`src/rtl/mux4_rr_arbiter.sv`:
```
// mux4_rr_arbiter: round-robin arbiter and sequencer for a shared 4:1 data mux.
// Four requesters compete for one downstream valid/ready sink. The owner keeps
// the grant for up to BURST_LEN accepted beats, then ownership rotates.
//
// Handshake: a beat moves when valid_o && ready_i at a rising edge. valid_o
// mirrors the owner's request bit, so a withdrawing owner never transfers a
// beat. data_o is forced to zero whenever valid_o is low.
module mux4_rr_arbiter #(
    parameter int DATA_W    = 32,
    parameter int BURST_LEN = 4
) (
    input  logic              clk_i,
    input  logic              rst_i,
    input  logic [3:0]        req_i,
    input  logic [DATA_W-1:0] data0_i,
    input  logic [DATA_W-1:0] data1_i,
    input  logic [DATA_W-1:0] data2_i,
    input  logic [DATA_W-1:0] data3_i,
    input  logic              ready_i,
    output logic [3:0]        grant_o,
    output logic [1:0]        sel_o,
    output logic              valid_o,
    output logic [DATA_W-1:0] data_o,
    output logic              dbg_state_o,
    output logic [3:0]        dbg_beat_cnt_o
);

    typedef enum logic {
        S_IDLE = 1'b0,
        S_BUSY = 1'b1
    } state_t;

    state_t      r_state;
    logic [3:0]  r_grant;
    logic [1:0]  r_sel;
    logic [1:0]  r_last;
    logic [3:0]  r_beat_cnt;

    logic              w_valid;
    logic              w_accept;
    logic              w_last_beat;
    logic              w_release;
    logic [1:0]        w_base;
    logic [1:0]        w_win;
    logic              w_found;
    logic [1:0]        w_scan;
    logic [DATA_W-1:0] w_mux;

    // Beat qualification and release detection for the current owner.
    always_comb begin
        w_valid     = (r_state == S_BUSY) && req_i[r_sel];
        w_accept    = w_valid && ready_i;
        w_last_beat = (r_beat_cnt == 4'(BURST_LEN - 1));
        w_release   = (r_state == S_BUSY) &&
                      (!req_i[r_sel] || (w_accept && w_last_beat));
    end

    // Round-robin scan: on a release the outgoing owner becomes the new
    // "last", so it is scanned last in the same-cycle re-arbitration.
    always_comb begin
        w_base  = (r_state == S_BUSY) ? r_sel : r_last;
        w_win   = w_base;
        w_found = 1'b0;
        w_scan  = w_base;
        for (int i = 1; i <= 4; i++) begin
            w_scan = w_base + 2'(i);
            if (!w_found && req_i[w_scan]) begin
                w_win   = w_scan;
                w_found = 1'b1;
            end
        end
    end

    // Data mux on the registered select.
    always_comb begin
        case (r_sel)
            2'd0:    w_mux = data0_i;
            2'd1:    w_mux = data1_i;
            2'd2:    w_mux = data2_i;
            default: w_mux = data3_i;
        endcase
    end

    // Grant FSM: IDLE picks a winner, BUSY counts beats and hands over on release.
    always_ff @(posedge clk_i) begin
        if (rst_i) begin
            r_state    <= S_IDLE;
            r_grant    <= 4'b0000;
            r_sel      <= 2'd0;
            r_last     <= 2'd3;
            r_beat_cnt <= 4'd0;
        end else begin
            case (r_state)
                S_IDLE: begin
                    if (w_found) begin
                        r_state    <= S_BUSY;
                        r_sel      <= w_win;
                        r_grant    <= 4'b0001 << w_win;
                        r_beat_cnt <= 4'd0;
                    end
                end
                default: begin
                    if (w_release) begin
                        r_last     <= r_sel;
                        r_beat_cnt <= 4'd0;
                        if (w_found) begin
                            r_sel   <= w_win;
                            r_grant <= 4'b0001 << w_win;
                        end else begin
                            r_state <= S_IDLE;
                            r_grant <= 4'b0000;
                        end
                    end else if (w_accept) begin
                        r_beat_cnt <= r_beat_cnt + 4'd1;
                    end
                end
            endcase
        end
    end

    // Output drive; data is gated so idle or withdrawn cycles show zero.
    always_comb begin
        grant_o        = r_grant;
        sel_o          = r_sel;
        valid_o        = w_valid;
        data_o         = w_valid ? w_mux : '0;
        dbg_state_o    = r_state;
        dbg_beat_cnt_o = r_beat_cnt;
    end

endmodule

```
`config.mk`:
```
export PLATFORM = sky130hd
export DESIGN_NAME = mux4_rr_arbiter
export DESIGN_NICKNAME = d
export VERILOG_FILES = /design/src/rtl/mux4_rr_arbiter.sv
export SDC_FILE = /design/constraint.sdc
export NUM_CORES = 1
export LEC_CHECK = 0
export ABC_AREA = 1
export BUFFER_PORTS_ARGS = -buffer_cell sky130_fd_sc_hd__buf_4
export CAP_MARGIN = 10
export CORE_UTILIZATION = 25
export DETAILED_ROUTE_END_ITERATION = 8
export SYNTH_ARGS = -nofsm -noshare
export SYNTH_HDL_FRONTEND = slang
export SYNTH_SLANG_ARGS = --single-unit
export TNS_END_PERCENT = 30
```
`constraint.sdc`:
```
create_clock -name clk_i -period 2.4 [get_ports clk_i]
set_input_delay 0.48 -clock clk_i [delete_from_list [all_inputs] [get_ports clk_i]]
set_output_delay 0.48 -clock clk_i [all_outputs]
set_load 0.005 [all_outputs]
```
# Word-level counts from Yosys, hierarchy flattened

Cells that the tools add are included.

Register bits: 13
Word-level logic and storage cells: 72

Add/subtract/negate cells: 4
Order comparisons: 5
Eq/ne operators: 5
Shift-type cells: 1
Muxes and demuxes: 35
Reduce and logical (&&, ||, !) cells: 17

Operators by type and width:

| kind                | number |
|---|---|
| $pmux 32 s3         | 1 |
| $mux 32             | 1 |
| $mux 4              | 8 |
| $mux 2              | 8 |
| $lt 2x3->1 const B  | 5 |
| $mux 1              | 12 |
| $bmux 1 s2          | 5 |
| $logic_and 1x1->1   | 7 |
| $reduce_and 2->1    | 3 |
| $add 2x2->2 const B | 2 |
| $add 4x1->4 const B | 1 |
| $eq 4x2->1 const B  | 1 |
| $logic_not 1->1     | 4 |
| $shl 1x2->4 const A | 1 |
| $ne 3x1->1 const B  | 1 |
| $add 2x1->2 const B | 1 |
| $eq 2x1->1 const B  | 1 |
| $eq 2x2->1 const B  | 1 |
| $logic_not 2->1     | 1 |
| $ne 2x1->1 const B  | 1 |
| $reduce_bool 2->1   | 1 |
| $logic_or 1x1->1    | 1 |

# Depth between registers and ports, before layout

Depth in word-level cells: 18
Mapped depth: 16

# Least setup slack after synthesis

OpenSTA, ideal clock, no wires.

Kind: reg2out
Start point: register r_sel[1], in the netlist sel_o[1]
End point: output data_o[11]
Arrival time: 1.510 ns
Required time: 1.920 ns
Setup slack: 0.410 ns
Cell stages (with the launch flop): 11
Cell sequence: dfxtp_1 > buf_4 > inv_2 > nor2_4 > nand2_1 > o2111ai_2 > nand2_2 > inv_1 > buf_2 > o21ai_0 > a21oi_1

Longest elaborated chain between the ends: 4
Elaborated cells on any way between the ends: 8

Ends and longest elaborated chain:

| item                         | RTL line | RTL |
|---|---|---|
| start, declared              | 35       | `logic [1:0] r_sel;` |
| start signal, assigned       | 97       | `r_sel <= w_win;` |
| start signal, assigned       | 107      | `r_sel <= w_win;` |
| $bmux 1 s2                   | 51       | `w_valid = (r_state == S_BUSY) && req_i[r_sel];` |
| $mux 1 (not written as such) | 51       |  |
| $logic_and 1x1->1            | 51       |  |
| named net valid_o            | 22       | `output logic valid_o,` |
| $mux 32                      | 126      | `data_o = w_valid ? w_mux : '0;` |
| end, declared                | 23       | `output logic [DATA_W-1:0] data_o,` |

The timed path passes the listed nets, and every way through them passes these cells. The select of a mux whose other input is x is not followed.

# Worst setup path in the final report

Start point: register r_sel[0], in the netlist sel_o[0]
End point: output data_o[18]

Longest elaborated chain between the ends: 4
Elaborated cells on any way between the ends: 8

Ends and longest elaborated chain:

| item                         | RTL line |
|---|---|
| $bmux 1 s2                   | 51 |
| $mux 1 (not written as such) | 51 |
| $logic_and 1x1->1            | 51 |
| $mux 32 *                    | 126 |

Mark *: on every way between the ends. The rest lies on a longest branch, timed or not. The select of a mux whose other input is x is not followed.

==> flow_summary.ini <==
[global_route]
grtUsageTotal = 0.207
grt.overflow.total = 0
grt_max_degree = 33
antenna_found_initial = 0
grt_pass1_wl_mm = 12.8
grt_pass1_vias = 2706

[drt]
vias = 2977
postRouteAntennaNets = 0
viasPerCell = 4.86
wl_per_cell_um = 14.5
drtPass1Iterations = 4
initialDrtViolationCount = 101
drc = 0
drt_wl_total_mm = 8.89

[clock_tree]
numClockSinks = 13
root_buffer = clkbuf_8
cts_tree = done
ctsHoldBuffers = 0
clk_pin_slew_ns = 0.06
cts_buffer_depth = 2
cts_inserted_buffers = 3
ctsHtreeMaxLevel = 1
insertion_delay_ns = 0.25

[flow_run]
cap_violations = 0

[placement]
place_inst = 604
place.gp.congestion = 0.825
hpwlAfterDp_mm = 6.95
io_buffers = 178

[status]
status = finished, final reports clean

[setup_path]
crit_fanout = 19
slowest_stage = dfxtp_1
crit_arrival_ns = 1.76
max_stage_delay_ns = 0.32
timing.rr.start = dbg_state_o
reg2reg_setup_slack_ns = 0.31
cp_common_cell = buf_4
path_delay_family = buffers and inverters
crit_buf_inv = 5
endpoint = data_o[18]
startpoint = sel_o[0]
cp-end-kind = primary output
crit_required_ns = 1.92
path_depth = 8
critPathKind = flop to primary output
worst_r2r_endpoint = sel_o[0]
rr_worst_depth = 14
cp_cell_sequence = inv_2 -> nor2_4 -> buf_4 -> buf_4 -> buf_4 -> a221oi_1 -> a21oi_1 -> buf_4
start_kind = flop

[synthesis]
synth_top_area_share = 0.292
synth_seq_cells = 13
synth-seq-area-share = 0.138
synth_top_cell_by_area = nand2_1
synth_common_cells = nand2_1 (147), a21oi_1 (26), o21ai_0 (19), a221oi_1 (16), a41oi_1 (16)
synth_area_mm2 = 0.00189
ys_warn_count = 0
syn_nets = 466
syn_inst = 330
synth.area.top_cells = nand2_1 (29%), dfxtp_1 (14%), a221oi_1 (7.4%)
synthArstFlopShare = 0
ys_dominant_reg_cell = dfxtp_1
yosysMostFrequentCell = nand2_1
avgSynthCellArea_um2 = 5.72
synth_edf_count = 0
ys_types = 32

[floorplanning]
fp-row-count = 31
initial_utilization = 0.259
dieArea_mm2 = 0.00790
dieWidth_um = 88.9
die_h_um = 88.9
pin_count = 179
core-area_mm2 = 0.00729

[timing]
fin_tns_setup_ns = 0
hold_viol = 0
drv_slew = 0
relSlewSlack = 0.740
setup_violations = 0
worst_slew_pin_slew_ns = 0.385
finalCriticalPeriod_ns = 2.24
rsz0062_at_grt = no
fin_crit_sh = 0.935
fmax_mhz = 446
finClkSkew_ns = 0.00351

[power_and_ir_drop]
p_per_area_mw_per_mm2 = 926
irDropWorstVdd_mv = 0.689
p_leak_uw = 0.00172

[cells_and_area]
drive_gt1_frac = 0.454
instances_no_fill = 612
antenna_cells = 0
area_delta_synth_final_pct = 82.8
n_fill_cell = 767
multi_input_area_mm2 = 0.00146
fin_util = 0.473
ff_latch_area_um2 = 262
nets = 650

[worst_hold_path]
hp-class = flop to flop
[registers in the layout (all words and copies together) (netlist names)]
name	cells
dbg_beat_cnt_o	4
dbg_state_o	1
grant_o	4
r_last	2
sel_o	2
[where the power goes]
group          internal (uW)  switching (uW)  leakage [uW]  total (uW)
sequential               280            55.2      0.000107         335
clock                    118            81.1     0.0000228         199
combinational           1100            1560       0.00159        2660
total                   1490            1700       0.00172        3190
[worst register-to-register path, cell delays in order (launching register included)]
cell and delay, ns:
dfxtp_1 0.47, buf_4 0.21, nand2_2 0.08, nand2_2 0.19
nand2_1 0.07, nand2_1 0.13, nand2_1 0.08, nand2_2 0.14
nand2_1 0.09, nor2_1 0.13, nand2_1 0.06, nand2_1 0.07
nor2_2 0.05, a21oi_1 0.15, nor2_1 0.05
[metal layers]
layer / routed length, um / GRT usage / vias up / part of all wire
met3: 619 / 0.0299 / 19 / 0.070
li1: - / - / 1509 / -
met4: 252 / 0.0718 / 0 / 0.028
met1: 3560 / 0.237 / 1332 / 0.40
met2: 4460 / 0.388 / 117 / 0.50
met5: 0 / 0 / - / 0
[metrics by stage]
step	worst slack, ns	hold slack, ns	area, um2	total power, uW
floorplan	0.410	0.460	1890	1990
global placement	0.257	0.460	3370	2940
detailed placement	0.190	0.461	3370	2960
CTS	0.0525	0.475	3420	3170
global route	0.00390	0.491	3450	3540
finish	0.156	0.470	3450	3190
[kinds of logic (layout without fill, tap and decap cells)]
kind of cell / Yosys count / in the layout / synth area share
AND/OR/NAND/NOR: 196 / 196 / 0.466
adder cells (fa/ha/maj): 1 / 1 / 0.00663
XOR/XNOR: 2 / 2 / 0.00929
buffers and inverters: 36 / 219 / 0.0875
flip-flops: 13 / 13 / 0.138
AO/OA/AOI/OAI: 82 / 82 / 0.293
[layout make-up]
type	count	share of cell area
clock buffers	4	0.0131
inverters	17	0.0203
multi-input cells	281	0.424
flip-flops and latches	13	0.0758
well taps	99	0.0359
repair buffers	197	0.429
repair inverters	1	0.00218
[timing repair]
item / in CTS / in global routing
pin swaps: 0 / 1
cloned: 0 / 1
endpoints found under the setup margin: 14 / 17
resized for setup: 1 / 2
setup buffers: 0 / 3
[placed cells by master (no fill, tap or decap), drive strengths merged, types with 2 or more instances in the layout]
cell type / n
a41oi: 16
nand3b: 3
o21ai: 19
dfxtp: 13
a221oi: 16
a21oi: 26
nand3: 12
buf: 197
a22o: 2
nand4: 5
clkbuf: 4
nor2: 12
xor2: 2
nand2: 162
inv: 16
clkinvlp: 2
[worst min-delay path by stage]
stage	startpoint	endpoint	slack, ns	depth (start not counted)
after floorplan	grant_o[0]	grant_o[0]	0.46	2
after global placement	grant_o[3]	grant_o[3]	0.46	2
after detailed placement	grant_o[3]	grant_o[3]	0.46	2
after CTS	grant_o[0]	grant_o[0]	0.47	2
after global routing	grant_o[2]	grant_o[2]	0.49	2
final	grant_o[0]	grant_o[0]	0.47	2
Note: power is estimated with default switching activity, not from simulation.
